`src/rtl/pipe_controller.sv`:
```
// Pipelined LEGv8 control unit: decodes in ID, carries the control word through
// ID/EX, EX/MEM and MEM/WB, and resolves RAW hazards by stalling, flushing and forwarding.
module pipe_controller #(
    parameter int REG_W      = 5,
    parameter int ZERO_REG   = 31,
    parameter bit FORWARDING = 1'b1
) (
    input  logic             clk,
    input  logic             reset,
    input  logic [10:0]      instr_id,
    input  logic [REG_W-1:0] rn_id,
    input  logic [REG_W-1:0] rm_id,
    input  logic [REG_W-1:0] rd_id,
    input  logic             branch_taken_mem,
    output logic             id_reg2loc,
    output logic             ex_alu_src,
    output logic [3:0]       ex_alu_control,
    output logic [1:0]       fwd_a,
    output logic [1:0]       fwd_b,
    output logic             mem_read,
    output logic             mem_write,
    output logic             mem_branch,
    output logic             mem_branch_zero,
    output logic             wb_reg_write,
    output logic             wb_mem_to_reg,
    output logic [REG_W-1:0] wb_rd,
    output logic             pc_write_en,
    output logic             ifid_write_en,
    output logic             ifid_flush,
    output logic             illegal_id,
    output logic             stall
);

    localparam logic [REG_W-1:0] ZR = REG_W'(ZERO_REG);

    localparam logic [10:0] OP_LDUR = 11'b11111000010;
    localparam logic [10:0] OP_STUR = 11'b11111000000;
    localparam logic [10:0] OP_ADD  = 11'b10001011000;
    localparam logic [10:0] OP_SUB  = 11'b11001011000;
    localparam logic [10:0] OP_AND  = 11'b10001010000;
    localparam logic [10:0] OP_ORR  = 11'b10101010000;

    typedef struct packed {
        logic       alu_src;
        logic [3:0] alu_control;
        logic       mem_read;
        logic       mem_write;
        logic       branch;
        logic       branch_zero;
        logic       reg_write;
        logic       mem_to_reg;
    } ex_ctrl_t;

    typedef struct packed {
        logic mem_read;
        logic mem_write;
        logic branch;
        logic branch_zero;
        logic reg_write;
        logic mem_to_reg;
    } mem_ctrl_t;

    // ------------------------------------------------------------------
    // ID decode
    // ------------------------------------------------------------------
    ex_ctrl_t id_ctrl;
    logic     id_reg2loc_c;
    logic     id_illegal_c;
    logic     uses_rn;
    logic     uses_rm;
    logic     uses_rd;

    always_comb begin
        id_ctrl      = '0;
        id_reg2loc_c = 1'b0;
        id_illegal_c = 1'b0;
        uses_rn      = 1'b0;
        uses_rm      = 1'b0;
        uses_rd      = 1'b0;
        casez (instr_id)
            OP_LDUR: begin
                id_ctrl.alu_src     = 1'b1;
                id_ctrl.mem_to_reg  = 1'b1;
                id_ctrl.reg_write   = 1'b1;
                id_ctrl.mem_read    = 1'b1;
                id_ctrl.alu_control = 4'b0010;
                uses_rn             = 1'b1;
            end
            OP_STUR: begin
                id_reg2loc_c        = 1'b1;
                id_ctrl.alu_src     = 1'b1;
                id_ctrl.mem_write   = 1'b1;
                id_ctrl.alu_control = 4'b0010;
                uses_rn             = 1'b1;
                uses_rd             = 1'b1;
            end
            OP_ADD, OP_SUB, OP_AND, OP_ORR: begin
                id_ctrl.reg_write = 1'b1;
                uses_rn           = 1'b1;
                uses_rm           = 1'b1;
                case (instr_id)
                    OP_SUB:  id_ctrl.alu_control = 4'b0110;
                    OP_AND:  id_ctrl.alu_control = 4'b0000;
                    OP_ORR:  id_ctrl.alu_control = 4'b0001;
                    default: id_ctrl.alu_control = 4'b0010;
                endcase
            end
            11'b10110100???, 11'b10110101???: begin
                // CBZ and CBNZ differ only in opcode bit 3 (bit 24 of the instruction)
                id_reg2loc_c        = 1'b1;
                id_ctrl.branch      = 1'b1;
                id_ctrl.branch_zero = ~instr_id[3];
                id_ctrl.alu_control = 4'b0111;
                uses_rd             = 1'b1;
            end
            default: begin
                id_illegal_c = 1'b1;
            end
        endcase
    end

    // Sources that name XZR can never depend on an older instruction
    logic src_rn;
    logic src_rm;
    logic src_rd;

    assign src_rn = uses_rn && (rn_id != ZR);
    assign src_rm = uses_rm && (rm_id != ZR);
    assign src_rd = uses_rd && (rd_id != ZR);

    // ------------------------------------------------------------------
    // Pipeline registers
    // ------------------------------------------------------------------
    ex_ctrl_t         ex_ctrl_q,   ex_ctrl_d;
    logic [REG_W-1:0] ex_rd_q,     ex_rd_d;
    mem_ctrl_t        mem_ctrl_q,  mem_ctrl_d;
    logic [REG_W-1:0] mem_rd_q,    mem_rd_d;
    logic             wb_reg_write_q, wb_reg_write_d;
    logic             wb_mem_to_reg_q, wb_mem_to_reg_d;
    logic [REG_W-1:0] wb_rd_q,     wb_rd_d;

    logic flush;
    logic hazard;
    logic idex_bubble;
    logic ex_dest_valid;
    logic mem_dest_valid;
    logic hit_ex;

    assign flush       = branch_taken_mem;
    assign idex_bubble = flush || hazard;

    assign ex_dest_valid  = ex_ctrl_q.reg_write  && (ex_rd_q  != ZR);
    assign mem_dest_valid = mem_ctrl_q.reg_write && (mem_rd_q != ZR);

    assign hit_ex = (src_rn && (rn_id == ex_rd_q)) ||
                    (src_rm && (rm_id == ex_rd_q)) ||
                    (src_rd && (rd_id == ex_rd_q));

    always_comb begin
        ex_ctrl_d = id_ctrl;
        ex_rd_d   = rd_id;
        if (idex_bubble) begin
            ex_ctrl_d = '0;
            ex_rd_d   = '0;
        end

        mem_ctrl_d.mem_read    = ex_ctrl_q.mem_read;
        mem_ctrl_d.mem_write   = ex_ctrl_q.mem_write;
        mem_ctrl_d.branch      = ex_ctrl_q.branch;
        mem_ctrl_d.branch_zero = ex_ctrl_q.branch_zero;
        mem_ctrl_d.reg_write   = ex_ctrl_q.reg_write;
        mem_ctrl_d.mem_to_reg  = ex_ctrl_q.mem_to_reg;
        mem_rd_d               = ex_rd_q;
        if (flush) begin
            mem_ctrl_d = '0;
            mem_rd_d   = '0;
        end

        // The resolving branch itself is never squashed
        wb_reg_write_d  = mem_ctrl_q.reg_write;
        wb_mem_to_reg_d = mem_ctrl_q.mem_to_reg;
        wb_rd_d         = mem_rd_q;
    end

    always_ff @(posedge clk or negedge reset) begin
        if (!reset) begin
            ex_ctrl_q       <= '0;
            ex_rd_q         <= '0;
            mem_ctrl_q      <= '0;
            mem_rd_q        <= '0;
            wb_reg_write_q  <= 1'b0;
            wb_mem_to_reg_q <= 1'b0;
            wb_rd_q         <= '0;
        end else begin
            ex_ctrl_q       <= ex_ctrl_d;
            ex_rd_q         <= ex_rd_d;
            mem_ctrl_q      <= mem_ctrl_d;
            mem_rd_q        <= mem_rd_d;
            wb_reg_write_q  <= wb_reg_write_d;
            wb_mem_to_reg_q <= wb_mem_to_reg_d;
            wb_rd_q         <= wb_rd_d;
        end
    end

    // ------------------------------------------------------------------
    // Hazard detection and forwarding
    // ------------------------------------------------------------------
    logic [1:0] fwd_sel [2];

    generate
        if (FORWARDING) begin : g_fwd
            logic [REG_W-1:0] ex_src_q [2];
            logic [REG_W-1:0] ex_src_d [2];
            logic             wb_dest_valid;

            assign wb_dest_valid = wb_reg_write_q && (wb_rd_q != ZR);

            // Only a load still in EX cannot be forwarded in time
            assign hazard = ex_ctrl_q.mem_read && ex_dest_valid && hit_ex;

            always_comb begin
                ex_src_d[0] = rn_id;
                ex_src_d[1] = id_reg2loc_c ? rd_id : rm_id;
                if (idex_bubble) begin
                    ex_src_d[0] = '0;
                    ex_src_d[1] = '0;
                end
            end

            always_ff @(posedge clk or negedge reset) begin
                if (!reset) begin
                    ex_src_q[0] <= '0;
                    ex_src_q[1] <= '0;
                end else begin
                    ex_src_q[0] <= ex_src_d[0];
                    ex_src_q[1] <= ex_src_d[1];
                end
            end

            // EX/MEM is the younger producer, so it wins over MEM/WB
            for (genvar gi = 0; gi < 2; gi++) begin : g_sel
                assign fwd_sel[gi] =
                    (mem_dest_valid && (mem_rd_q == ex_src_q[gi])) ? 2'b10 :
                    (wb_dest_valid  && (wb_rd_q  == ex_src_q[gi])) ? 2'b01 :
                                                                     2'b00;
            end
        end else begin : g_nofwd
            logic hit_mem;

            assign hit_mem = (src_rn && (rn_id == mem_rd_q)) ||
                             (src_rm && (rm_id == mem_rd_q)) ||
                             (src_rd && (rd_id == mem_rd_q));

            // WB writes before ID reads, so only EX and MEM producers block
            assign hazard = (ex_dest_valid && hit_ex) || (mem_dest_valid && hit_mem);

            for (genvar gi = 0; gi < 2; gi++) begin : g_sel
                assign fwd_sel[gi] = 2'b00;
            end
        end
    endgenerate

    // ------------------------------------------------------------------
    // Outputs
    // ------------------------------------------------------------------
    assign stall         = hazard && !flush;
    assign pc_write_en   = !stall;
    assign ifid_write_en = !stall;
    assign ifid_flush    = flush;

    assign id_reg2loc      = id_reg2loc_c;
    assign illegal_id      = id_illegal_c;
    assign ex_alu_src      = ex_ctrl_q.alu_src;
    assign ex_alu_control  = ex_ctrl_q.alu_control;
    assign fwd_a           = fwd_sel[0];
    assign fwd_b           = fwd_sel[1];
    assign mem_read        = mem_ctrl_q.mem_read;
    assign mem_write       = mem_ctrl_q.mem_write;
    assign mem_branch      = mem_ctrl_q.branch;
    assign mem_branch_zero = mem_ctrl_q.branch_zero;
    assign wb_reg_write    = wb_reg_write_q;
    assign wb_mem_to_reg   = wb_mem_to_reg_q;
    assign wb_rd           = wb_rd_q;

endmodule
```
`config.mk`:
```
export PLATFORM = sky130hd
export DESIGN_NAME = pipe_controller
export DESIGN_NICKNAME = d
export VERILOG_FILES = /design/src/rtl/pipe_controller.sv
export SDC_FILE = /design/constraint.sdc
export NUM_CORES = 1
export LEC_CHECK = 0
export ABC_AREA = 1
export ABC_CLOCK_PERIOD_IN_PS = 3700
export CAP_MARGIN = 40
export CORE_ASPECT_RATIO = 0.75
export CORE_MARGIN = 3
export CORE_UTILIZATION = 45
export CTS_CLUSTER_DIAMETER = 30
export DETAILED_ROUTE_END_ITERATION = 8
export GPL_ROUTABILITY_DRIVEN = 0
export HOLD_SLACK_MARGIN = 0.03
export PLACE_DENSITY = 0.74
export SLEW_MARGIN = 0
export SYNTH_ARGS = -nofsm -noshare
export SYNTH_HDL_FRONTEND = slang
export SYNTH_SLANG_ARGS = --single-unit
export TNS_END_PERCENT = 50
```
`constraint.sdc`:
```
create_clock -name clk -period 3.7 [get_ports clk]
set_input_delay 0.74 -clock clk [delete_from_list [all_inputs] [get_ports clk]]
set_output_delay 0.74 -clock clk [all_outputs]
set_load 0.03 [all_outputs]
```
# Word-level counts from Yosys, hierarchy flattened
# Cells that the tools add are included.
[word_totals] word_cells=92 out_inout_bits=26 regBits=44
[classes] muxes=21 bitwise=1 n_reduce_logical=28 n_eq_ne=21
[ops] operator="11-bit equality test, second input constant" n=6
[ops] operator="5-bit equality test" n=7
[ops] operator="5-bit inequality test, second input constant" n=6
[ops] operator="8-bit equality test, second input constant" n=2
[ops] operator="1-bit logical AND" n=16
[ops] operator="5-bit two-way mux" n=3
[ops] operator="4-bit case mux with 3 select lines" n=1
[ops] operator="11-bit two-way mux" n=1
[ops] operator="1-bit two-way mux" n=10
[ops] operator="10-bit two-way mux" n=1
[ops] operator="3-bit case mux with 3 select lines" n=1
[ops] operator="8-bit OR reduction" n=1
[ops] operator="2-bit two-way mux" n=3
[ops] operator="6-bit two-way mux" n=1
[ops] operator="6-bit OR reduction" n=1
[ops] operator="5-bit OR reduction" n=1
[ops] operator="2-bit OR reduction" n=2
[ops] operator="4-bit OR reduction" n=1
[ops] operator="1-bit logical OR" n=3
[ops] operator="3-bit OR reduction" n=1
[ops] operator="1-bit logical NOT" n=2
[ops] operator="1-bit NOT" n=1

# Depth between registers and ports, before layout
# Gate-level depths: netlist of the first run.
[depth] word_depth=10 depth_mapped=13

# Least setup slack after synthesis of the first run
# OpenSTA, ideal clock, no wires.
[synth_timing] kind="register to output" from="reg mem_rd_q[1]" to="out fwd_a[0]" arrival_time_ps=2040 required_time_ps=2960 path_stages_with_launch=7 path_slack_ps=920 cell_sequence="dfrtp_1 > nand2_1 > inv_1 > nand4_1 > nand2_1 > nor4_1 > nor2_1"
[synth_via] elab_chain_cells=4
[synth_rtl] item="start, declared" line="137" rtl="logic [REG_W-1:0] mem_rd_q, mem_rd_d;"
[synth_rtl] item="start signal, assigned" line="198" rtl="mem_rd_q <= mem_rd_d;"
[synth_rtl] item="5-bit inequality test" line="153" rtl="assign mem_dest_valid = mem_ctrl_q.reg_write && (mem_rd_q != ZR);"
[synth_rtl] item="1-bit logical AND" line="153"
[synth_rtl] item="1-bit logical AND (*)" line="243" rtl="(mem_dest_valid && (mem_rd_q == ex_src_q[gi])) ? 2'b10 :"
[synth_rtl] item="2-bit two-way mux (*)" line="243"
[synth_rtl] item="end, declared" line="18" rtl="output logic [1:0] fwd_a,"
# Every way passes the cells marked *; elsewhere a longest branch is shown, timed or not.

# Final worst setup path of the first run
[layout_timing] from="in instr_id[8]" to="out pc_write_en"
[layout_via] elab_chain_cells=10
[layout_rtl] item="start, declared" line="10" rtl="input logic [10:0] instr_id,"
[layout_rtl] item="11-bit equality test" line="80" rtl="casez (instr_id)"
[layout_rtl] item="6-bit OR reduction (no source line) or 4-bit OR reduction (tied branches)"
[layout_rtl] item="1-bit two-way mux" line="80"
[layout_rtl] item="1-bit logical AND (on tied branches)" line="127, 128"
[layout_rtl] item="1-bit logical AND (on tied branches)" line="155, 156"
[layout_rtl] item="1-bit logical OR" line="155" rtl="assign hit_ex = (src_rn && (rn_id == ex_rd_q)) ||"
[layout_rtl] item="1-bit logical OR (*)" line="156" rtl="(src_rm && (rm_id == ex_rd_q)) ||"
[layout_rtl] item="1-bit logical AND (*)" line="219" rtl="assign hazard = ex_ctrl_q.mem_read && ex_dest_valid && hit_ex;"
[layout_rtl] item="1-bit logical AND (*)" line="266" rtl="assign stall = hazard && !flush;"
[layout_rtl] item="1-bit logical NOT (*)" line="267" rtl="assign pc_write_en = !stall;"
[layout_rtl] item="end, declared" line="27" rtl="output logic pc_write_en,"
# Marked as above.

==> results.sh, run 1 <==
export IMPL_synthTopCellsByArea="dfrtp_1, nand2_1, nor2_1"
export IMPL_leakage_nw=1.472
export IMPL_slew_viol_final=0
export IMPL_clk_path_buf_depth=2
export IMPL_syn_nets=320
export IMPL_clockPowerShare=0.406
export IMPL_fin_nets=372
export IMPL_critPathSlowestCell="clkdlybuf4s50_1"
export IMPL_fin_skew_ns=0.005384
export IMPL_critical_path_required_ns=2.96
export IMPL_path_cells="clkdlybuf4s50_1 > nand2_1 > nor2_2 > nand4_2 > nand2_1 > nand3_1 > nand3_1 > nand3_1 > clkdlybuf4s50_1"
export IMPL_antenna_cells=0
export IMPL_vdd_ir_drop_max_uv=193.6
export IMPL_cts_tree="built"
export IMPL_rsz0062_at_grt="false"
export IMPL_wl_um=4774
export IMPL_cts_hold_buf=0
export IMPL_path_max_fanout=5
export IMPL_synth_area_leader_cell="dfrtp_1"
export IMPL_dp_slack_ns=0.2417
export IMPL_fillers=395
export IMPL_drc=0
export IMPL_hp_class="input port to async pin"
export IMPL_io_buffer_count=53
export IMPL_wire_per_inst_um=11.91
export IMPL_combPwrFrac=0.136
export IMPL_largest_reg_flops=10
export IMPL_firstDrtPassIters=4
export IMPL_synth_top_area_share=0.4573
export IMPL_setup_tns_ns=0
export IMPL_syn_avg_cell_area_um2=7.709
export IMPL_yosys_warnings=0
export IMPL_hold_viol_final=0
export IMPL_netlist_instances=291
export IMPL_vias=1895
export IMPL_ant_nets=0
export IMPL_path_clk_slew_ns=0.08
export IMPL_grt_pass1_wl_um=8128
export IMPL_first_global_vias=1784
export IMPL_r2r_slack_ns=1.94
export IMPL_rows=21
export IMPL_clockRootBuffer="clkbuf_8"
export IMPL_gr_total_overflow=0
export IMPL_critical_path_class="input port to primary output"
export IMPL_die_width_um=87.53
export IMPL_fmax_mhz=286.8
export IMPL_ys_seq_elements=41
export IMPL_grt_max_degree=41
export IMPL_cts_buffers=5
export IMPL_initial_utilization=0.4851
export IMPL_viasPerCell=4.726
export IMPL_areaGrowthSynthToFinish_pct=30.56
export IMPL_crit_arrival_ns=2.75
export IMPL_post_cts_buffers=0
export IMPL_cpPeakStageDelay_ns=0.62
export IMPL_fin_crit_ns=3.486
export IMPL_min_period_over_period=0.9422
export IMPL_p_sw_frac=0.2345
export IMPL_p_int_mw=0.7986
export IMPL_status="finished clean"
export IMPL_ios=55
export IMPL_crit_top_cell="nand3_1"
export IMPL_synthesis_area_um2=2243
export IMPL_max_cap_violations=0
export IMPL_largest_register="g_fwd.ex_src_q"
export IMPL_ctsResizeCount=0
export IMPL_yosysSeqAreaShare=0.4573
export IMPL_p_seq_frac=0.458
export IMPL_dieArea_um2=5877
export IMPL_layout_drive_gt1_share=0.08140
export IMPL_h_tree_depth=2
export IMPL_die_h_um=67.15
export IMPL_clock_sinks=41
export IMPL_track_usage=0.1823
export IMPL_p_per_area_nw_per_um2=356.2
export IMPL_clk_latency_ns=0.29
export IMPL_ys_types=25
export IMPL_initialDrtViolationCount=129
export IMPL_place_hpwl_um=3865
export IMPL_setup_viol_count_final=0
export IMPL_worstSetupEndpointType="primary output"
export IMPL_core_area_um2=4624
export IMPL_netSwitchingPower_mw=0.2447
export IMPL_antenna_found_initial=0
export IMPL_start_kind="input port"
export IMPL_layout_setup_ws_ns=0.2138
## layout make-up
type                       count  area, um^2  share of cell area
clock buffer                   5       68.82             0.02349
clock inverter                 3       68.82             0.02349
inverter                      48       180.2             0.06151
multi-input combinational    191       955.9              0.3264
sequential                    41        1026              0.3503
tap                           57       71.32             0.02435
timing repair buffer          56       558.0              0.1905
## critical path: cells and delay by family
family        cells  cell delay [ns]
simple gates      7             0.89
buf+inv           2             1.12
## cells in the mapped netlist
cell type / number
buf_4: 6
nand2_1: 56
nand2_2: 1
inv_2: 7
nand4_2: 1
o21ai_1: 1
o211a_1: 1
xor2_1: 9
nor2_1: 52
buf_6: 2
o21ai_0: 8
inv_1: 41
nor2_2: 5
clkbuf_1: 1
nand3_2: 1
xnor2_1: 16
nor4_1: 3
nand4_1: 7
o21a_1: 1
nor3_1: 5
o211ai_1: 1
conb_1: 1
buf_2: 2
nand3_1: 22
dfrtp_1: 41
## cell usage in the layout (no fill, tap or decap), drive strengths merged
cell,netlist,routed
dfrtp,41,41
o211a,1,1
nand3,23,23
xnor2,16,16
nand2,57,57
conb,1,1
o21ai,9,9
inv,48,49
clkdlybuf4s50,0,51
nor3,5,5
o21a,1,1
nor2,57,57
bufinv,0,2
clkbuf,1,5
o211ai,1,1
nor4,3,3
nand4,8,8
buf,10,5
xor2,9,9
## power groups by stage
stage                     Clock, mW  Sequential [mW]  Combinational [mW]
after floorplan                   0            0.486              0.0755
after global placement            0            0.486               0.137
after detailed placement          0            0.487               0.142
after CTS                     0.435            0.478               0.143
after global routing          0.458            0.481               0.159
final                         0.424            0.478               0.142
## stage by stage
stage / utilization / total power [mW] / cell area, um^2 / hold WS (ns) / std cells
after floorplan: - / 0.5614 / 2243 / 0.3749 / 291
after CTS: 0.6334 / 1.056 / 2929 / 0.2154 / 401
after detailed placement: 0.6036 / 0.6291 / 2791 / 0.3681 / 393
after global routing: 0.6334 / 1.097 / 2929 / 0.2023 / 401
final: 0.6334 / 1.043 / 2929 / 0.2269 / 401
after global placement: 0.5993 / 0.6238 / 2771 / 0.3635 / 392
## routing by layer
metal  vias to the layer above  GRT usage  wire [um]
met5                         -          0          0
met4                         0    0.06513         23
met3                         2    0.04756        273
met2                        57     0.2820       2191
met1                       850     0.2488       2285
li1                        986          -          -
## logic make-up after synthesis
logic type	count (synthesis)	share of synthesized area
AND/OR/NAND/NOR	153	0.2956
buffers and inverters	59	0.1166
flip-flops	41	0.4573
XOR/XNOR	25	0.09760
AO/OA/AOI/OAI	12	0.03123
other	1	0.001672
## final timing paths
check | start | to | cells past startpoint
setup / recovery | instr_id[8] | pc_write_en | 9
hold / removal | reset | ex_alu_src$_DFF_PN0_ | 1
setup reg to reg | ex_rd_q[4]$_DFF_PN0_ | g_fwd.ex_src_q[4]$_DFF_PN0_ | 11
hold reg to reg | mem_read$_DFF_PN0_ | wb_mem_to_reg$_DFF_PN0_ | 0
max in group asynchronous | reset | wb_rd[1]$_DFF_PN0_ | 2
min in group clk | mem_read$_DFF_PN0_ | wb_mem_to_reg$_DFF_PN0_ | 0
Power figures use the tool's default switching activity.
==> run 2: changes to the inputs <==
- CORE_ASPECT_RATIO: 0.75 -> 1.25
==> run 2 against run 1 <==
Net effect: largest cell class unchanged; count of clock-buffer cells in the layout is 2 higher; sequential cell count is the same; first-iteration DRC count is 47% lower; routed wire length shrank 1.4%.
==> results.sh, run 2 (same netlist as run 1, synthesis figures left out) <==
export IMPL_start_kind="input port"
export IMPL_critPathSlowestCell="clkdlybuf4s50_1"
export IMPL_cts_tree="built"
export IMPL_path_max_fanout=4
export IMPL_cts_buffers=5
export IMPL_layout_drive_gt1_share=0.07849
export IMPL_cp_buffers_inverters=2
export IMPL_grt_pass1_wl_um=7921
export IMPL_design_area_um2=2912
export IMPL_wire_per_inst_um=11.65
export IMPL_critical_path_class="input port to primary output"
export IMPL_vdd_ir_drop_max_uv=154.7
export IMPL_netSwitchingPower_mw=0.2372
export IMPL_first_global_vias=1874
export IMPL_wl_um=4706
export IMPL_critical_path_required_ns=2.96
export IMPL_antenna_found_initial=0
export IMPL_clk_path_buf_depth=2
export IMPL_r2r_slack_ns=1.94
export IMPL_fin_skew_ns=0.004850
export IMPL_cp_top_family="buffers and inverters"
export IMPL_ant_nets=0
export IMPL_ff2ff_path_depth=11
export IMPL_vias=1920
export IMPL_initial_utilization=0.4709
export IMPL_worstSetupEndpointType="primary output"
export IMPL_largest_register="g_fwd.ex_src_q"
export IMPL_hp_class="input port to async pin"
export IMPL_drc=0
export IMPL_fillers=452
export IMPL_areaGrowthSynthToFinish_pct=29.78
export IMPL_clockRootBuffer="clkbuf_8"
export IMPL_crit_top_cell="nand3_1"
export IMPL_whs_ns=0.3412
export IMPL_p_per_area_nw_per_um2=338.1
export IMPL_combPwrFrac=0.145
export IMPL_status="finished clean"
export IMPL_clockPowerShare=0.370
export IMPL_fmax_mhz=289.5
export IMPL_ctsResizeCount=0
export IMPL_core_area_um2=4765
export IMPL_r2r_end="g_fwd.ex_src_q[1]$_DFF_PN0_"
export IMPL_crit_arrival_ns=2.71
export IMPL_total_power_mw=0.9843
export IMPL_gr_total_overflow=0
export IMPL_layout_setup_ws_ns=0.2456
export IMPL_die_width_um=69.15
export IMPL_viasPerCell=4.752
export IMPL_track_usage=0.1673
export IMPL_hold_viol_final=0
export IMPL_path_cells="clkdlybuf4s50_1 > nand2_1 > nor2_2 > nand3_1 > nand3_1 > nand2_1 > nand3_1 > nand3_1 > clkdlybuf4s50_1"
export IMPL_io_buffer_count=53
export IMPL_h_tree_depth=2
export IMPL_fin_crit_ns=3.454
export IMPL_path_clk_slew_ns=0.07
export IMPL_place_hpwl_um=3918
export IMPL_max_cap_violations=0
export IMPL_slew_viol_final=0
export IMPL_p_seq_frac=0.485
export IMPL_clk_latency_ns=0.29
export IMPL_cpPeakStageDelay_ns=0.63
export IMPL_r2r_start="ex_rd_q[4]$_DFF_PN0_"
export IMPL_dp_slack_ns=0.2188
export IMPL_final_common_cell="nand2_1"
export IMPL_initialDrtViolationCount=68
export IMPL_min_period_over_period=0.9336
export IMPL_setup_tns_ns=0
export IMPL_fin_nets=372
export IMPL_firstDrtPassIters=4
export IMPL_rsz0062_at_grt="false"
export IMPL_final_cell_mix="nand2_1, nor2_1, clkdlybuf4s50_1"
export IMPL_rows=28
export IMPL_antenna_cells=0
export IMPL_post_cts_buffers=0
export IMPL_setup_viol_count_final=0
export IMPL_leakage_nw=1.462
export IMPL_cts_hold_buf=0
export IMPL_grt_max_degree=29
export IMPL_p_sw_frac=0.2409
export IMPL_largest_reg_flops=10
export IMPL_startpoint="instr_id[6]"
export IMPL_die_h_um=84.94
export IMPL_clock_sinks=41
export IMPL_dpl_instance_area_um2=2795
export IMPL_dieArea_um2=5874
export IMPL_p_int_mw=0.7471
export IMPL_ios=55
==> run 2: changes by cell type in the layout (fill, tap and decap cells not counted), sizes merged <==
| cell | delta |
|---|---|
| bufinv | -1 |
| clkbuf | +2 |
| inv | -1 |
==> run 2: worst max-delay path by stage <==
stage,end,slack (ns),cells after the start
3_3_place_gp,pc_write_en,0.24,9
5_1_grt,ifid_write_en,0.05,9
2_1_floorplan,fwd_a[0],0.92,6
3_5_place_dp,ifid_write_en,0.22,9
4_1_cts,ifid_write_en,0.22,9
6_report,ifid_write_en,0.25,9
==> run 2: power groups by stage <==
| stage | combinational, mW | sequential [mW] | clock [mW] |
|---|---|---|---|
| floorplan | 0.0755 | 0.486 | 0 |
| global placement | 0.139 | 0.486 | 0 |
| detailed placement | 0.144 | 0.487 | 0 |
| global route | 0.159 | 0.480 | 0.388 |
| finish | 0.143 | 0.478 | 0.364 |
| CTS | 0.144 | 0.478 | 0.372 |
==> run 2: routing by layer <==
| layer | GRT usage | routed length [um] | up-vias |
|---|---|---|---|
| li1 | - | - | 989 |
| met1 | 0.1824 | 1770 | 869 |
| met2 | 0.3264 | 2622 | 54 |
| met3 | 0.02251 | 229 | 8 |
| met4 | 0.05861 | 82 | 0 |
| met5 | 0 | 0 | - |
==> run 2: cell type report <==
cell class / count / area, um^2 / area share
clock inverter: 1 / 30.03 / 0.01031
inverter: 48 / 180.2 / 0.06188
tap: 60 / 75.07 / 0.02578
clock buffer: 7 / 86.33 / 0.02965
sequential: 41 / 1026 / 0.3524
multi-input combinational: 191 / 955.9 / 0.3283
timing repair buffer: 56 / 558.0 / 0.1917
==> run 2: stage by stage <==
| stage | std cells | util |
|---|---|---|
| 2_1_floorplan | 291 | - |
| 3_3_place_gp | 395 | 0.5825 |
| 3_5_place_dp | 396 | 0.5867 |
| 6_report | 404 | 0.6111 |
| 5_1_grt | 404 | 0.6111 |
| 4_1_cts | 404 | 0.6111 |
